==> src/rtl/gba_audio_pkg.sv <==
// Shared types and sizes for the direct-sound audio blocks.
// The FIFO constants describe the 32-byte GBA sound FIFO.
package gba_audio_pkg;

    localparam int DS_FIFO_DEPTH  = 8;
    localparam int DS_FIFO_WIDTH  = 32;
    localparam int DS_FIFO_SIZE_W = 4;

    typedef enum logic {
        STAGE_EMPTY = 1'b0,
        STAGE_LOW   = 1'b1
    } ds_stage_t;

    typedef logic [31:0] ds_word_t;

endpackage

==> src/rtl/ds_fifo_writer_if.sv <==
// Bus-write and consumer-side signals of one direct-sound FIFO.
// master = the bus and the sound channel; slave = the FIFO itself.
interface ds_fifo_writer_if;
    import gba_audio_pkg::*;

    logic                      wr_en;
    logic                      wr_half;
    logic                      wr_hi;
    ds_word_t                  wr_data;
    logic                      FIFO_re;
    logic                      FIFO_clr;
    logic [DS_FIFO_SIZE_W-1:0] FIFO_size;
    ds_word_t                  FIFO_val;
    logic                      full;
    logic                      empty;
    logic                      overflow;
    logic                      underflow;

    modport master (
        output wr_en, wr_half, wr_hi, wr_data, FIFO_re, FIFO_clr,
        input  FIFO_size, FIFO_val, full, empty, overflow, underflow
    );

    modport slave (
        input  wr_en, wr_half, wr_hi, wr_data, FIFO_re, FIFO_clr,
        output FIFO_size, FIFO_val, full, empty, overflow, underflow
    );
endinterface

==> src/rtl/ds_fifo_core.sv <==
// Generic circular buffer with push/pop/clear, occupancy count and a
// show-ahead head word that reads as zero while empty.
module ds_fifo_core #(
    parameter int DEPTH  = 8,
    parameter int WIDTH  = 32,
    parameter int SIZE_W = 4
) (
    input  logic              clock,
    input  logic              reset_n,
    input  logic              push,
    input  logic [WIDTH-1:0]  push_data,
    input  logic              pop,
    input  logic              clr,
    output logic [SIZE_W-1:0] count,
    output logic [WIDTH-1:0]  head,
    output logic              full,
    output logic              empty
);
    localparam int PTR_W = $clog2(DEPTH);

    logic [WIDTH-1:0]  mem [DEPTH];
    logic [PTR_W-1:0]  wr_ptr_reg;
    logic [PTR_W-1:0]  rd_ptr_reg;
    logic [SIZE_W-1:0] count_reg;
    logic              pop_eff;
    logic              push_eff;

    assign empty    = (count_reg == '0);
    assign full     = (count_reg == SIZE_W'(DEPTH));
    assign pop_eff  = pop & ~empty;
    // A push into a full buffer is only safe when a pop frees a slot.
    assign push_eff = push & (~full | pop_eff);

    // Storage carries no reset so it maps onto plain RAM.
    always_ff @(posedge clock) begin
        if (push_eff && !clr) begin
            mem[wr_ptr_reg] <= push_data;
        end
    end

    always_ff @(posedge clock or negedge reset_n) begin
        if (!reset_n) begin
            wr_ptr_reg <= '0;
            rd_ptr_reg <= '0;
            count_reg  <= '0;
        end else if (clr) begin
            wr_ptr_reg <= '0;
            rd_ptr_reg <= '0;
            count_reg  <= '0;
        end else begin
            if (push_eff) wr_ptr_reg <= wr_ptr_reg + PTR_W'(1);
            if (pop_eff)  rd_ptr_reg <= rd_ptr_reg + PTR_W'(1);
            case ({push_eff, pop_eff})
                2'b10:   count_reg <= count_reg + SIZE_W'(1);
                2'b01:   count_reg <= count_reg - SIZE_W'(1);
                default: count_reg <= count_reg;
            endcase
        end
    end

    assign count = count_reg;
    assign head  = empty ? '0 : mem[rd_ptr_reg];
endmodule

==> src/rtl/ds_fifo_writer.sv <==
// Write side of a direct-sound FIFO: assembles halfword bus writes into
// words, stores them, and keeps sticky overflow/underflow flags.
module ds_fifo_writer
    import gba_audio_pkg::*;
#(
    parameter int DEPTH  = DS_FIFO_DEPTH,
    parameter int WIDTH  = DS_FIFO_WIDTH,
    parameter int SIZE_W = DS_FIFO_SIZE_W
) (
    input  logic              clock,
    input  logic              reset_n,
    ds_fifo_writer_if.slave   bus
);
    ds_stage_t   stage_reg;
    logic [15:0] staging_reg;
    logic        overflow_reg;
    logic        underflow_reg;

    logic        commit;
    ds_word_t    commit_data;
    logic        core_full;
    logic        core_empty;

    // Word writes and upper-half writes both commit; a lower half only stages.
    assign commit      = bus.wr_en & (~bus.wr_half | bus.wr_hi);
    assign commit_data = bus.wr_half ? {bus.wr_data[31:16], staging_reg} : bus.wr_data;

    ds_fifo_core #(
        .DEPTH  (DEPTH),
        .WIDTH  (WIDTH),
        .SIZE_W (SIZE_W)
    ) u_core (
        .clock     (clock),
        .reset_n   (reset_n),
        .push      (commit & ~bus.FIFO_clr),
        .push_data (commit_data),
        .pop       (bus.FIFO_re & ~bus.FIFO_clr),
        .clr       (bus.FIFO_clr),
        .count     (bus.FIFO_size),
        .head      (bus.FIFO_val),
        .full      (core_full),
        .empty     (core_empty)
    );

    always_ff @(posedge clock or negedge reset_n) begin
        if (!reset_n) begin
            stage_reg     <= STAGE_EMPTY;
            staging_reg   <= '0;
            overflow_reg  <= 1'b0;
            underflow_reg <= 1'b0;
        end else if (bus.FIFO_clr) begin
            stage_reg     <= STAGE_EMPTY;
            staging_reg   <= '0;
            overflow_reg  <= 1'b0;
            underflow_reg <= 1'b0;
        end else begin
            // Full always implies non-empty, so a coincident pop frees a slot.
            if (commit && core_full && !bus.FIFO_re) overflow_reg <= 1'b1;
            if (bus.FIFO_re && core_empty)           underflow_reg <= 1'b1;
            if (bus.wr_en) begin
                if (bus.wr_half && !bus.wr_hi) begin
                    staging_reg <= bus.wr_data[15:0];
                    stage_reg   <= STAGE_LOW;
                end else begin
                    stage_reg   <= STAGE_EMPTY;
                end
            end
        end
    end

    assign bus.full      = core_full;
    assign bus.empty     = core_empty;
    assign bus.overflow  = overflow_reg;
    assign bus.underflow = underflow_reg;
endmodule

==> src/flat_wrapper.sv <==
// flat-port wrapper written by rule: the top's interface ports become plain ports
module ds_fifo_writer_flat import gba_audio_pkg::*;
#(
    parameter int DEPTH  = DS_FIFO_DEPTH,
    parameter int WIDTH  = DS_FIFO_WIDTH,
    parameter int SIZE_W = DS_FIFO_SIZE_W
)
  (clock, reset_n, bus_wr_en, bus_wr_half, bus_wr_hi, bus_wr_data, bus_FIFO_re, bus_FIFO_clr, bus_FIFO_size, bus_FIFO_val, bus_full, bus_empty, bus_overflow, bus_underflow);
  ds_fifo_writer_if bus_i ();
  input  logic clock;
  input  logic reset_n;
  input wire logic [$bits(bus_i.wr_en)-1:0] bus_wr_en;
  input wire logic [$bits(bus_i.wr_half)-1:0] bus_wr_half;
  input wire logic [$bits(bus_i.wr_hi)-1:0] bus_wr_hi;
  input wire logic [$bits(bus_i.wr_data)-1:0] bus_wr_data;
  input wire logic [$bits(bus_i.FIFO_re)-1:0] bus_FIFO_re;
  input wire logic [$bits(bus_i.FIFO_clr)-1:0] bus_FIFO_clr;
  output wire logic [$bits(bus_i.FIFO_size)-1:0] bus_FIFO_size;
  output wire logic [$bits(bus_i.FIFO_val)-1:0] bus_FIFO_val;
  output wire logic [$bits(bus_i.full)-1:0] bus_full;
  output wire logic [$bits(bus_i.empty)-1:0] bus_empty;
  output wire logic [$bits(bus_i.overflow)-1:0] bus_overflow;
  output wire logic [$bits(bus_i.underflow)-1:0] bus_underflow;
  assign bus_i.wr_en = bus_wr_en;
  assign bus_i.wr_half = bus_wr_half;
  assign bus_i.wr_hi = bus_wr_hi;
  assign bus_i.wr_data = bus_wr_data;
  assign bus_i.FIFO_re = bus_FIFO_re;
  assign bus_i.FIFO_clr = bus_FIFO_clr;
  assign bus_FIFO_size = bus_i.FIFO_size;
  assign bus_FIFO_val = bus_i.FIFO_val;
  assign bus_full = bus_i.full;
  assign bus_empty = bus_i.empty;
  assign bus_overflow = bus_i.overflow;
  assign bus_underflow = bus_i.underflow;
  ds_fifo_writer #(.DEPTH(DEPTH), .WIDTH(WIDTH), .SIZE_W(SIZE_W)) u_core (.clock(clock), .reset_n(reset_n), .bus(bus_i));
endmodule
==> config.mk <==
export PLATFORM = sky130hd
export DESIGN_NAME = ds_fifo_writer_flat
export DESIGN_NICKNAME = d
export VERILOG_FILES = /design/src/rtl/gba_audio_pkg.sv /design/src/rtl/ds_fifo_writer_if.sv /design/src/rtl/ds_fifo_core.sv /design/src/rtl/ds_fifo_writer.sv /design/src/flat_wrapper.sv
export SDC_FILE = /design/constraint.sdc
export NUM_CORES = 1
export LEC_CHECK = 0
export BUFFER_PORTS_ARGS = -buffer_cell sky130_fd_sc_hd__buf_2
export CORE_UTILIZATION = 53
export DETAILED_ROUTE_END_ITERATION = 10
export HOLD_SLACK_MARGIN = 0.08
export PLACE_DENSITY = 0.71
export SYNTH_ARGS = -nofsm -noshare
export SYNTH_HDL_FRONTEND = slang
export SYNTH_SLANG_ARGS = --single-unit
export TNS_END_PERCENT = 20
==> constraint.sdc <==
create_clock -name clock -period 8.05 [get_ports clock]
set_clock_uncertainty 0.1 [all_clocks]
set_input_delay 2.0125 -clock clock [delete_from_list [all_inputs] [get_ports clock]]
set_output_delay 2.0125 -clock clock [all_outputs]
set_load 0.02 [all_outputs]
==> run metrics, run 1 <==
setup_tns=0 ns; CP endpoint kind=primary output; Post-synth top flop=edfxtp_1; DPL Wire Length=11.63 mm; count of state elements after synthesis=284; ys async rst share=0.09859; clk sinks=~280; Routed WL per cell=22.73 um; commonest cells after routing, fill and taps aside=edfxtp_1 (256), buf_2 (78), mux4_2 (64); post-synthesis sequential area ratio=0.7472; RSZ-0062 raised after global routing=false; Synth top area share=0.6848; Fillers=1387; Layout Nets=around 680; layout cells sized above 1=0.3425; simple-gate share of the synthesized area=0.02931; Post-synth EDFFs=256; first-pass GRT wire length=between 30 and 40 mm; area grow syn2layout=14.34%; final setup violation count=0; post-synthesis instance total=545; Power Total=3.358 mW; commonest non-fill, non-tap cell in the layout=edfxtp_1; Synth cell types=37; Clock Tree Root=clkbuf_16; run status=complete, no violations; Synth Cell Area=11230 um^2; setup slack, reg-to-reg=approximately 5 ns; Worst R2R End=u_core.u_core.mem[1][1]$_DFFE_PP_; Compound-Gate Fraction of Synth Area=0.02407; Antenna Violating Nets Remaining=0; num rows=52; Fmax=between 0.15 and 0.2 GHz; Hold Path Sink=u_core.staging_reg[7]$_DFFE_PN0P_; max_cap viols=0; Post-Route Utilization=0.6263; largest family of logic cells by synthesized area=multiplexers; clk_lat worst skew=0.54 ns; fin. max-slew vios=0; clk buf depth=3; Min Clock Period, post-route=about 5.3 ns; Reg-to-Reg Start=u_core.u_core.count[0]$_DFFE_PN0P_; Hold Crit Start=u_core.staging_reg[7]$_DFFE_PN0P_; Antenna Cells=0; cell taking the most area after synthesis=edfxtp_1; crit path from=u_core.u_core.rd_ptr_reg[0]$_DFFE_PN0P_; Mean Syn Cell Area=just over 20 um^2; syn_nets=589; largest net degree at the start of global routing=65; R2R cell count=5; post-DR vias/cell=5.897; CTS H-tree depth=1; core box area=20490 um^2; Reg clk slew, reported paths=0.06 ns; Lkg Pwr=approximately 4.3 nW; Vias=5431; number of cells on the worst hold path=1; Worst Path Arrival=3.18 ns; adder-cell share of the synthesized area=0.006242; Congestion Overflow GR=0; vias in the first global route=5816; worst slew pin tran=1.282 ns; CP Max Fanout=41; non-filler instance count after layout=921; area enclosed by the die boundary=approximately 22000 um^2; final wirelength=20.93 mm; final hold vios=0; Largest register FFs=256; DR DRC count=0; port bufs=78; Die Span Y=roughly 150 um; Top Ports=79; Worst IR Drop VDD=0.0001729 V; post-CTS setup buffers=0; Rel. slew slack=0.1434; Hold Path Class=reg2reg; # resized after CTS=0; CP Launch Type=flop; power density over the cells=~260 nW/um^2; hold buffer count at cts=0; Critical Path RT=between 5 and 6 ns; critical path class=reg2out; CTS Buf Count=28; initial DRC count=between 300 and 400; final cycle utilization of the critical path=0.6573; dpl cells=871; Die W=147.5 um; CTS tree=done; GRT Total Usage=0.2030; synth warn=0; drt first pass iters=5; antenna violations before repair=0; initial core utilization=0.5477; routability congestion estimate=0.8013; post-synthesis xor/xnor area fraction=0.003901; ranking of synthesized cells by area=edfxtp_1 (68%), mux4_2 (13%), dfrtp_1 (6.2%); multiplexer share of the synthesized area=0.1772
-- worst max-delay path by stage --
stage	depth (start not counted)	to	slack, ns
2_1_floorplan	4	u_core.u_core.mem[1][0]$_DFFE_PP_	2.35
3_3_place_gp	5	u_core.u_core.mem[1][26]$_DFFE_PP_	3.09
3_5_place_dp	5	u_core.u_core.mem[1][1]$_DFFE_PP_	3.07
4_1_cts	5	bus_FIFO_val[15]	2.65
5_1_grt	5	bus_FIFO_val[15]	2.51
6_report	5	bus_FIFO_val[4]	2.76
-- final cells by class --
type / instances / area [um^2] / share of cell area
flip-flops and latches: 284 / 8394 / 0.6540
multi-input cells: 229 / 2758 / 0.2148
clock buffers: 34 / 744.5 / 0.05800
repair buffers: 84 / 435.4 / 0.03392
well taps: 270 / 337.8 / 0.02632
clock inverters: 16 / 151.4 / 0.01179
inverters: 4 / 15.01 / 0.001170
-- report_power, final --
group / switching (mW) / leakage [nW] / internal (mW)
registers: 0.0275 / 2.70 / 1.64
clock network: 0.516 / 0.441 / 0.749
logic: 0.246 / 1.17 / 0.181
-- synthesized netlist by cell type, types with 3 or more instances --
master / count
nand2b_1: 5
buf_2: 11
mux2_2: 17
nor2b_1: 6
mux4_2: 64
clkbuf_1: 11
ha_1: 4
buf_1: 5
nand2_1: 3
xnor2_1: 3
edfxtp_1: 256
a22o_1: 16
dfrtp_1: 28
inv_1: 3
mux2i_1: 33
nor2_1: 49
a21oi_1: 6
-- layer usage --
layer	GRT usage	vias to the layer above	routed length [um]
met1	0.2788	2844	8936
met4	0.06340	0	403
met2	0.3410	172	10570
li1	-	2385	-
met3	0.02809	30	1017
met5	0	-	0
-- per-stage QoR --
stage	cell area [um^2]	hold WS, ns	worst slack (ns)
floorplan	11230	0.3672	2.348
global placement	11940	0.3811	3.090
detailed placement	11940	0.3863	3.073
CTS	12840	0.4051	2.654
global route	12840	0.4206	2.509
finish	12840	0.4050	2.759
-- critical path, cell delays in order, from the launching register on --
cell     delay [ns]
dfrtp_4        0.75
buf_4          0.74
mux4_2         0.59
mux2i_1        0.19
nor2_1         0.13
buf_2          0.20
-- kinds of logic after synthesis --
family,count (synthesis)
XOR/XNOR,5
AND/OR/NAND/NOR,72
multiplexers,116
adder cells (fa/ha/maj),5
AO/OA/AOI/OAI,31
flip-flops,284
buffers and inverters,32
No activity file was read; power rests on OpenSTA's default activity.
==> run 2, diff against run 1 <==
--- a/config.mk
+++ b/config.mk
@@ -5,11 +5,12 @@
 export SDC_FILE = /design/constraint.sdc
 export NUM_CORES = 1
 export LEC_CHECK = 0
+export ABC_AREA = 1
 export BUFFER_PORTS_ARGS = -buffer_cell sky130_fd_sc_hd__buf_2
 export CORE_UTILIZATION = 53
 export DETAILED_ROUTE_END_ITERATION = 10
 export HOLD_SLACK_MARGIN = 0.08
-export PLACE_DENSITY = 0.71
+export PLACE_DENSITY = 0.74
 export SYNTH_ARGS = -nofsm -noshare
 export SYNTH_HDL_FRONTEND = slang
 export SYNTH_SLANG_ARGS = --single-unit
==> constraint.sdc (replaced) <==
create_clock -name clock -period 4.7 [get_ports clock]
set_clock_uncertainty 0.1 [all_clocks]
set_input_delay 1.175 -clock clock [delete_from_list [all_inputs] [get_ports clock]]
set_output_delay 1.175 -clock clock [all_outputs]
set_load 0.02 [all_outputs]
==> run 2 against run 1 <==
Compared with the run above:
- design area is 2.3% higher
- count of clock-buffer cells in the layout stayed put
- synthesized cell count is 78% higher
- via count is 39% higher
- critical path type unchanged
- hold slack worse by 0.0068 ns
==> run metrics, run 2 <==
CP endpoint kind=primary output; Design Area, Final=13130 um^2; final setup violation count=0; Antenna Violating Nets Remaining=0; max_cap viols=0; final cycle utilization of the critical path=0.8520; layout cells sized above 1=0.1488; core box area=21290 um^2; delay of the slowest critical-path stage=0.66 ns; Routed WL per cell=18.42 um; Fmax=0.2497 GHz; Clock Tree Root=clkbuf_16; drt first pass iters=5; Fillers=~1600; Mean Syn Cell Area=12.01 um^2; worst slew pin tran=1.250 ns; Die W=about 150 um; post-DR vias/cell=5.663; routability congestion estimate=0.8105; port bufs=78; cell taking the most area after synthesis=edfxtp_1; most common cell in the netlist=edfxtp_1; Synth Cell Area=between 10000 and 15000 um^2; Die Span Y=150.1 um; clk buf depth=3; CTS H-tree depth=1; Compound-Gate Fraction of Synth Area=0.1122; final wirelength=about 24 mm; syn_nets=1012; CP Launch Type=flop; antenna violations before repair=0; final hold vios=0; hold buffer count at cts=0; multiplexer share of the synthesized area=0; post-synthesis instance total=968; first-pass GRT wire length=around 39 mm; commonest non-fill, non-tap cell in the layout=edfxtp_1; post-synthesis sequential area ratio=0.7215; CTS tree=done; run status=complete, no violations; Post-synth top flop=edfxtp_1; Antenna Cells=0; Reg clk slew, reported paths=0.06 ns; RSZ-0062 raised after global routing=false; Congestion Overflow GR=0; commonest cells after routing, fill and taps aside=edfxtp_1 (256), nor2_1 (232), o21ai_0 (122); post-synthesis xor/xnor area fraction=0.0007533; Layout Nets=1078; DPL Wire Length=roughly 14 mm; CTS Buf Count=27; placed cell area=12250 um^2; Post-synth EDFFs=256; post-CTS setup buffers=0; largest net degree at the start of global routing=63; initial DRC count=~680; Critical Path RT=3.42 ns; Rel. slew slack=0.1579; initial core utilization=0.5462; Min Clock Period, post-route=4.005 ns; adder-cell share of the synthesized area=0.006027; count of state elements after synthesis=284; Post-synth top cells=edfxtp_1 (256), nor2_1 (240), o21ai_0 (122); ys async rst share=0.09859; critical path cell sequence=clkinv_2 -> buf_12 -> o21ai_0 -> o211ai_1 -> nand2_1 -> nor2_1 -> buf_2; fin. max-slew vios=0; area enclosed by the die boundary=22530 um^2; setup_tns=0 ns; Hold Path Class=reg2reg; DR DRC count=0; power density over the cells=417.0 nW/um^2; Synth top area share=0.6612; Worst Path Arrival=2.73 ns; CP Max Fanout=62; Vias=7532; simple-gate share of the synthesized area=0.1206; CP max-delay cell=dfrtp_4; ranking of synthesized cells by area=edfxtp_1 (66%), nor2_1 (7.7%), dfrtp_1 (6.0%); clk_lat worst skew=about 0.52 ns; # resized after CTS=0; largest family of logic cells by synthesized area=simple AND/OR/NAND/NOR gates; GRT Total Usage=0.2267; Synth cell types=28; vias in the first global route=7384; critical path class=reg2out; Power Total=5.477 mW; Largest register FFs=256; Lkg Pwr=4.771 nW; synth warn=0; clk sinks=284; area grow syn2layout=12.97%; num rows=53; Worst IR Drop VDD=0.0003616 V; Top Ports=79
run 2: kinds of logic after synthesis:
family,after synthesis
AO/OA/AOI/OAI,234
XOR/XNOR,1
adder cells (fa/ha/maj),5
buffers and inverters,90
flip-flops,284
AND/OR/NAND/NOR,354
run 2: path summary, 6_finish.rpt:
path | slack [ns] | endpoint | depth (start not counted) | start
worst max-delay path | 0.70 | bus_FIFO_val[23] | 7 | u_core.u_core.rd_ptr_reg[0]$_DFFE_PN0P_
worst min register to register | 0.40 | u_core.bus.underflow$_DFFE_PN0P_ | 1 | u_core.bus.underflow$_DFFE_PN0P_
max in group asynchronous | 3.45 | u_core.u_core.rd_ptr_reg[0]$_DFFE_PN0P_ | 1 | reset_n
worst max register to register | 1.86 | u_core.u_core.count[3]$_DFFE_PN0P_ | 13 | u_core.u_core.count[0]$_DFFE_PN0P_
min in group asynchronous | 0.57 | u_core.u_core.count[3]$_DFFE_PN0P_ | 1 | reset_n
worst min-delay path | 0.40 | u_core.bus.underflow$_DFFE_PN0P_ | 1 | u_core.bus.underflow$_DFFE_PN0P_
run 2: worst max-delay path, delay by kind of cell (launching register included):
family                 cells  cell delay [ns]
AO/OA/AOI/OAI              2             0.33
AND/OR/NAND/NOR            2             0.20
flip-flops                 1             0.66
buffers and inverters      3             0.99
run 2: area by class of cell:
| cell class | count | area (um^2) | share of cell area |
|---|---|---|---|
| flip-flops and latches | 284 | 8394 | 0.6391 |
| multi-input cells | 594 | 2846 | 0.2167 |
| clock buffers | 34 | 701.9 | 0.05344 |
| repair buffers | 96 | 550.5 | 0.04192 |
| well taps | 275 | 344.1 | 0.02620 |
| clock inverters | 16 | 178.9 | 0.01362 |
| inverters | 31 | 117.6 | 0.008955 |
run 2: routing by layer:
layer,part of all wire,wire length [um],vias up,track usage
met5,0,0,-,0
met3,0.074,1808,35,0.03727
li1,-,-,3576,-
met4,0.016,393,0,0.07172
met1,0.42,10230,3664,0.3069
met2,0.49,12060,257,0.3771
run 2: metrics by stage:
step                      hold WS (ns)  setup slack [ns]  cells    util
after floorplan                 0.3808             1.084    968       -
after global placement          0.3797             1.057   1280  0.5756
after detailed placement        0.3742             1.020   1280  0.5756
after CTS                       0.3914            0.6753   1330  0.6170
after global routing            0.4023            0.5182   1330  0.6170
final                           0.3982            0.6954   1330  0.6170
run 2: power by group:
group	switching [mW]	internal [mW]	total (mW)
Clock	0.882	1.28	2.16
Sequential	0.0246	2.79	2.82
Combinational	0.361	0.140	0.501
